### src/rtl/wb_sched_pkg.sv
// Shared definitions for the two-master Wishbone bus scheduler.
// Holds the FSM state encoding, master indices and the response payload.
package wb_sched_pkg;

    typedef enum logic [1:0] {
        IDLE   = 2'd0,
        GRANT0 = 2'd1,
        GRANT1 = 2'd2,
        DRAIN  = 2'd3
    } sched_state_t;

    localparam logic M_DATA  = 1'b0;
    localparam logic M_FETCH = 1'b1;

    typedef struct packed {
        logic ack;
        logic err;
        logic rty;
    } wb_resp_t;

endpackage

### src/rtl/wb_watchdog.sv
// Bus watchdog: counts unanswered strobe cycles and fires on the last allowed one.
// A response in the firing cycle wins, so fire is suppressed whenever any_resp is high.
module wb_watchdog #(
    parameter int unsigned TIMEOUT = 64,
    parameter int unsigned CNT_W   = 8
) (
    input  logic clk,
    input  logic rst_n,
    input  logic enable,
    input  logic stb,
    input  logic any_resp,
    output logic fire
);

    localparam logic             ARMED = (TIMEOUT != 0);
    localparam logic [CNT_W-1:0] LAST  = CNT_W'(TIMEOUT - 1);

    logic [CNT_W-1:0] cnt;

    assign fire = ARMED && enable && stb && !any_resp && (cnt == LAST);

    // Counter restarts on any response, idle strobe, loss of grant or a firing.
    always_ff @(posedge clk) begin
        if (!rst_n) begin
            cnt <= '0;
        end else if (!ARMED || !enable || !stb || any_resp || fire) begin
            cnt <= '0;
        end else begin
            cnt <= cnt + CNT_W'(1);
        end
    end

endmodule

### src/rtl/wb_sched_arbiter.sv
// Two-master Wishbone scheduler: data cache (m0) has priority, fetch (m1) is
// protected by a starvation guard; hung cycles are turned into errors by the watchdog.
module wb_sched_arbiter
    import wb_sched_pkg::*;
#(
    parameter int unsigned STARVE_MAX = 8,
    parameter int unsigned TIMEOUT    = 64,
    parameter int unsigned CNT_W      = 8
) (
    input  logic i_clk,
    input  logic i_rst,
    input  logic i_m0_cyc,
    input  logic i_m0_stb,
    input  logic i_m1_cyc,
    input  logic i_m1_stb,
    input  logic i_wb_ack,
    input  logic i_wb_err,
    input  logic i_wb_rty,
    output logic o_wb_cyc,
    output logic o_wb_stb,
    output logic o_sel,
    output logic o_m0_ack,
    output logic o_m0_err,
    output logic o_m0_rty,
    output logic o_m1_ack,
    output logic o_m1_err,
    output logic o_m1_rty,
    output logic o_timeout
);

    localparam logic [CNT_W-1:0] STARVE_LIM = CNT_W'(STARVE_MAX);

    sched_state_t     state_q, state_d;
    logic             sel_q, sel_d;
    logic [CNT_W-1:0] starve_cnt;
    logic             starve_hit;
    logic             in_grant;
    logic             own_cyc;
    logic             own_stb;
    logic             any_resp;
    logic             wdt_fire;
    wb_resp_t         resp;

    assign in_grant   = (state_q == GRANT0) || (state_q == GRANT1);
    assign own_cyc    = (sel_q == M_FETCH) ? i_m1_cyc : i_m0_cyc;
    assign own_stb    = (sel_q == M_FETCH) ? i_m1_stb : i_m0_stb;
    assign any_resp   = i_wb_ack | i_wb_err | i_wb_rty;
    assign starve_hit = (starve_cnt == STARVE_LIM);

    // cyc follows the owner so the release cycle already shows cyc low.
    assign o_wb_cyc  = in_grant & own_cyc;
    assign o_wb_stb  = in_grant & own_cyc & own_stb;
    assign o_sel     = sel_q;
    assign o_timeout = wdt_fire;

    wb_watchdog #(
        .TIMEOUT (TIMEOUT),
        .CNT_W   (CNT_W)
    ) u_wdt (
        .clk      (i_clk),
        .rst_n    (i_rst),
        .enable   (in_grant & i_rst),
        .stb      (o_wb_stb),
        .any_resp (any_resp),
        .fire     (wdt_fire)
    );

    always_ff @(posedge i_clk) begin
        if (!i_rst) begin
            state_q <= IDLE;
            sel_q   <= M_DATA;
        end else begin
            state_q <= state_d;
            sel_q   <= sel_d;
        end
    end

    // Next-state selection and response routing to the current owner.
    always_comb begin
        state_d = state_q;
        sel_d   = sel_q;
        resp    = '0;
        {o_m0_ack, o_m0_err, o_m0_rty} = 3'b000;
        {o_m1_ack, o_m1_err, o_m1_rty} = 3'b000;
        unique case (state_q)
            IDLE: begin
                if (i_m1_cyc && starve_hit) begin
                    state_d = GRANT1;
                    sel_d   = M_FETCH;
                end else if (i_m0_cyc) begin
                    state_d = GRANT0;
                    sel_d   = M_DATA;
                end else if (i_m1_cyc) begin
                    state_d = GRANT1;
                    sel_d   = M_FETCH;
                end
            end
            GRANT0, GRANT1: begin
                resp.ack = i_wb_ack;
                resp.err = i_wb_err | wdt_fire;
                resp.rty = i_wb_rty;
                if (wdt_fire) begin
                    state_d = DRAIN;
                end else if (!own_cyc) begin
                    state_d = IDLE;
                end
            end
            DRAIN: begin
                if (!own_cyc) begin
                    state_d = IDLE;
                end
            end
            default: state_d = IDLE;
        endcase
        if (sel_q == M_FETCH) begin
            {o_m1_ack, o_m1_err, o_m1_rty} = resp;
        end else begin
            {o_m0_ack, o_m0_err, o_m0_rty} = resp;
        end
    end

    // Fetch wait counter: saturating, cleared when fetch idles or wins the bus.
    always_ff @(posedge i_clk) begin
        if (!i_rst) begin
            starve_cnt <= '0;
        end else if (!i_m1_cyc || (state_d == GRANT1 && state_q != GRANT1)) begin
            starve_cnt <= '0;
        end else if (state_q != GRANT1 && !starve_hit) begin
            starve_cnt <= starve_cnt + CNT_W'(1);
        end
    end

endmodule

### config.mk
export PLATFORM = sky130hd
export DESIGN_NAME = wb_sched_arbiter
export DESIGN_NICKNAME = d
export VERILOG_FILES = /design/src/rtl/wb_sched_pkg.sv /design/src/rtl/wb_watchdog.sv /design/src/rtl/wb_sched_arbiter.sv
export SDC_FILE = /design/constraint.sdc
export NUM_CORES = 1
export LEC_CHECK = 0
export BUFFER_PORTS_ARGS = -buffer_cell sky130_fd_sc_hd__buf_2
export CAP_MARGIN = 30
export CORE_AREA = 4 4 56 58
export DETAILED_ROUTE_END_ITERATION = 7
export DIE_AREA = 0 0 60 62
export HOLD_SLACK_MARGIN = 0.03
export PLACE_DENSITY = 0.82
export SLEW_MARGIN = 15
export SYNTH_ARGS = -nofsm -noshare
export SYNTH_HDL_FRONTEND = slang
export SYNTH_SLANG_ARGS = --single-unit
### constraint.sdc
create_clock -name i_clk -period 2.5 [get_ports i_clk]
set_input_delay 0.25 -clock i_clk [delete_from_list [all_inputs] [get_ports i_clk]]
set_output_delay 0.25 -clock i_clk [all_outputs]
set_load 0.05 [all_outputs]
==> results.txt <==
Status -> complete, no violations
CP max FO -> 8
CTS Buffer Depth -> 2
Remaining DRCs -> 0
XOR/XNOR Fraction of Synth Area -> 0.0530
First-pass GRT wire length -> 5590 um
Post-synthesis mux area share -> 0.00757
Clk sinks -> 19
Placer Congestion -> 0.862
Reg2reg end -> starve_cnt[3]
Synthesis-to-finish area growth -> 11.7%
Core footprint -> 2660 sq um
Worst min-delay path endpoint -> state_q[1]
Routed Antenna Nets -> 0
Rows -> 19
CP Capture Type -> output pin
Critical R2R Launch -> state_q[1]
Crit share post-route -> 0.930
Antenna diodes -> 0
Pre-CTS setup slack -> 0.371 ns
Gr ovfl total -> 0
Post-synth ARST share -> 0
First DRT Iteration DRCs -> 86
Clk_lat worst skew -> 0.30 ns
Root buffer cell -> clkbuf_4
Hold depth -> 3
Final number of hold-violating endpoints -> 0
Cells on worst reg2reg path -> 7
Slew HR -> 0.492
Critical path type -> register to output pin
Die Span X -> 60 um
Number of fill cells -> 245
Largest net degree at the start of global routing -> 12
CTS tree -> done
Post-DP HPWL -> 2450 um
I/O pins -> 19
Fin crit period -> 2.32 ns
Detailed Routing Iterations Pass 1 -> 4
Final setup fails -> 0
Leakage -> 0.000551 uW
Die height -> 62 um
Die area -> 3720 sq um
Leading cell types in the layout, fill and taps excluded -> 17 x dfxtp_1, 16 x buf_2, 11 x o22ai_1
Hold WC Path Type -> input port to register
WP data required -> 2.25 ns
Worst R2R Setup Slack -> 0.36 ns
Total power -> 706 uW
Syn_area_per_cell -> 8.59 sq um
Mapped Nets -> 170
Compound-Gate Fraction of Synth Area -> 0.270
Clk_skew -> 0.0125 ns
Part of the Yosys area used for sequential elements -> 0.288
Worst-path clk slew -> 0.10 ns
Synth Instances -> 154
Via count -> 1296
Library cells used by synthesis -> 48
Synth Cell Area -> 1320 sq um
# nets final -> 189
Hold_sp -> i_rst
Max Cap Viol -> 0
GRT Util Overall -> 0.195
Share of cells above drive strength 1 -> 0.203
Post-Synth Simple-Gate Area -> 0.283
#FFs+latches synth -> 19
Final WL -> 3220 um
Vias in the first global route -> 1307
Vias per inst -> 6.38
Dpl cells -> 198
Initial antenna violation count -> 0
Main synth FF type -> dfxtp_1
F_max -> 430 MHz
Initial Util -> 0.497
Slew @ Worst Pin -> 0.759 ns
Main combinational cell family by area after synthesis -> simple AND/OR/NAND/NOR gates
VDD IR max -> 0.442 mV
Commonest non-fill, non-tap cell in the layout -> dfxtp_1
Number of synthesized flops with an enable pin -> 0
Input/output buffers -> 18
Final worst slack -> 0.176 ns
CTS buffer count -> 3
Pins Over Slew Limit -> 0
Filler-free cell count of the finished design -> 203
Power Dens Cells -> 478 nW/um^2
WL/cell -> 15.8 um
WP data arrival -> 2.07 ns
Synth Area in Adders -> 0.0662
Hold_ws -> 0.254 ns
Yosys warning total -> 0
Startpoint type of the worst setup path -> register
H-tree depth -> 1
[state kept, by name, summed over array words and instances, names as in the netlist]
signal,count
starve_cnt,8
u_wdt.cnt,8
state_q,2
o_sel,1
[worst max-delay path: stages, from the launching register on]
cell and delay (ns):
dfxtp_2 0.38, inv_1 0.07, ha_2 0.38, nand4b_1 0.16
a21bo_2 0.28, nor2_2 0.15, o211a_1 0.15, buf_4 0.19
[worst max-delay path by stage]
stage / startpoint / to / slack, ns / cells after the start
after floorplan: o_sel / o_m1_err / 0.06 / 4
after global placement: state_q[1] / o_m1_err / 0.44 / 7
after detailed placement: state_q[1] / o_m1_err / 0.37 / 7
after CTS: state_q[1] / o_m1_err / 0.02 / 7
after global routing: state_q[1] / o_m1_err / -0.0003 / 7
final: state_q[1] / o_m1_err / 0.18 / 7
[what timing repair did]
| item | CTS | global route |
|---|---|---|
| endpoints found under the setup margin | 0 | 3 |
| gates resized for setup | 0 | 8 |
| buffers inserted | 0 | 1 |
| endpoints found under the hold margin | 0 | 0 |
| hold buffers | 0 | 0 |
[kinds of logic after synthesis]
| kind of cell | after synthesis |
|---|---|
| compound gates | 48 |
| xor+xnor | 8 |
| fa+ha+maj | 7 |
| buf+inv | 11 |
| flops | 19 |
| mux | 1 |
| simple gates | 60 |
[synthesized netlist by cell type (2+ instances only)]
cell type  count  area, sq um
buf_2          2         10.0
o32ai_1        2         17.5
a31oi_1        2         12.5
xor2_1         4         35.0
dfxtp_1       19          380
o21a_1         3         22.5
nor2_1        10         37.5
a211oi_1       3         22.5
clkbuf_1       2         7.51
a21oi_1        3         15.0
nor3_1         3         15.0
and3_1         4         25.0
nand4_1        3         18.8
xnor2_1        4         35.0
nand4b_1       5         43.8
o21ai_0        9         45.0
nand3_1        7         35.0
nor2b_1        3         18.8
and2_1         2         12.5
inv_1          6         22.5
ha_1           7         87.6
nand2_1       10         37.5
nand2b_1       3         18.8
nor4bb_1       3         30.0
a22o_1         2         17.5
o22ai_1       11         68.8
[stage by stage]
| stage | setup TNS, ns | utilization | cell area [sq um] |
|---|---|---|---|
| 2_1_floorplan | 0 | - | 1330 |
| 3_3_place_gp | 0 | 0.538 | 1430 |
| 3_5_place_dp | 0 | 0.538 | 1430 |
| 4_1_cts | 0 | 0.548 | 1460 |
| 5_1_grt | -0.000252 | 0.555 | 1480 |
| 6_report | 0 | 0.555 | 1480 |
[report_power, final]
part           switching (uW)  internal, uW  total, uW
Sequential               15.2           313        328
Clock                    97.5          59.6        157
Combinational             145          75.1        221
Total                     258           448        706
[final cells by class]
cell class / instances / area (sq um) / area share
multi-input cells: 124 / 903 / 0.611
flip-flops and latches: 19 / 383 / 0.259
repair buffers: 19 / 103 / 0.0694
well taps: 31 / 38.8 / 0.0262
clock buffers: 3 / 22.5 / 0.0152
inverters: 6 / 22.5 / 0.0152
clock inverters: 1 / 5.00 / 0.00339
[metal layers]
metal | global-route usage | vias up | share of wire
met4 | 0.0886 | 0 | 0.017
met3 | 0.0455 | 9 | 0.037
met5 | 0 | - | 0
met1 | 0.196 | 619 | 0.40
li1 | - | 626 | -
met2 | 0.378 | 42 | 0.54
Power figures use the tool's default switching activity.
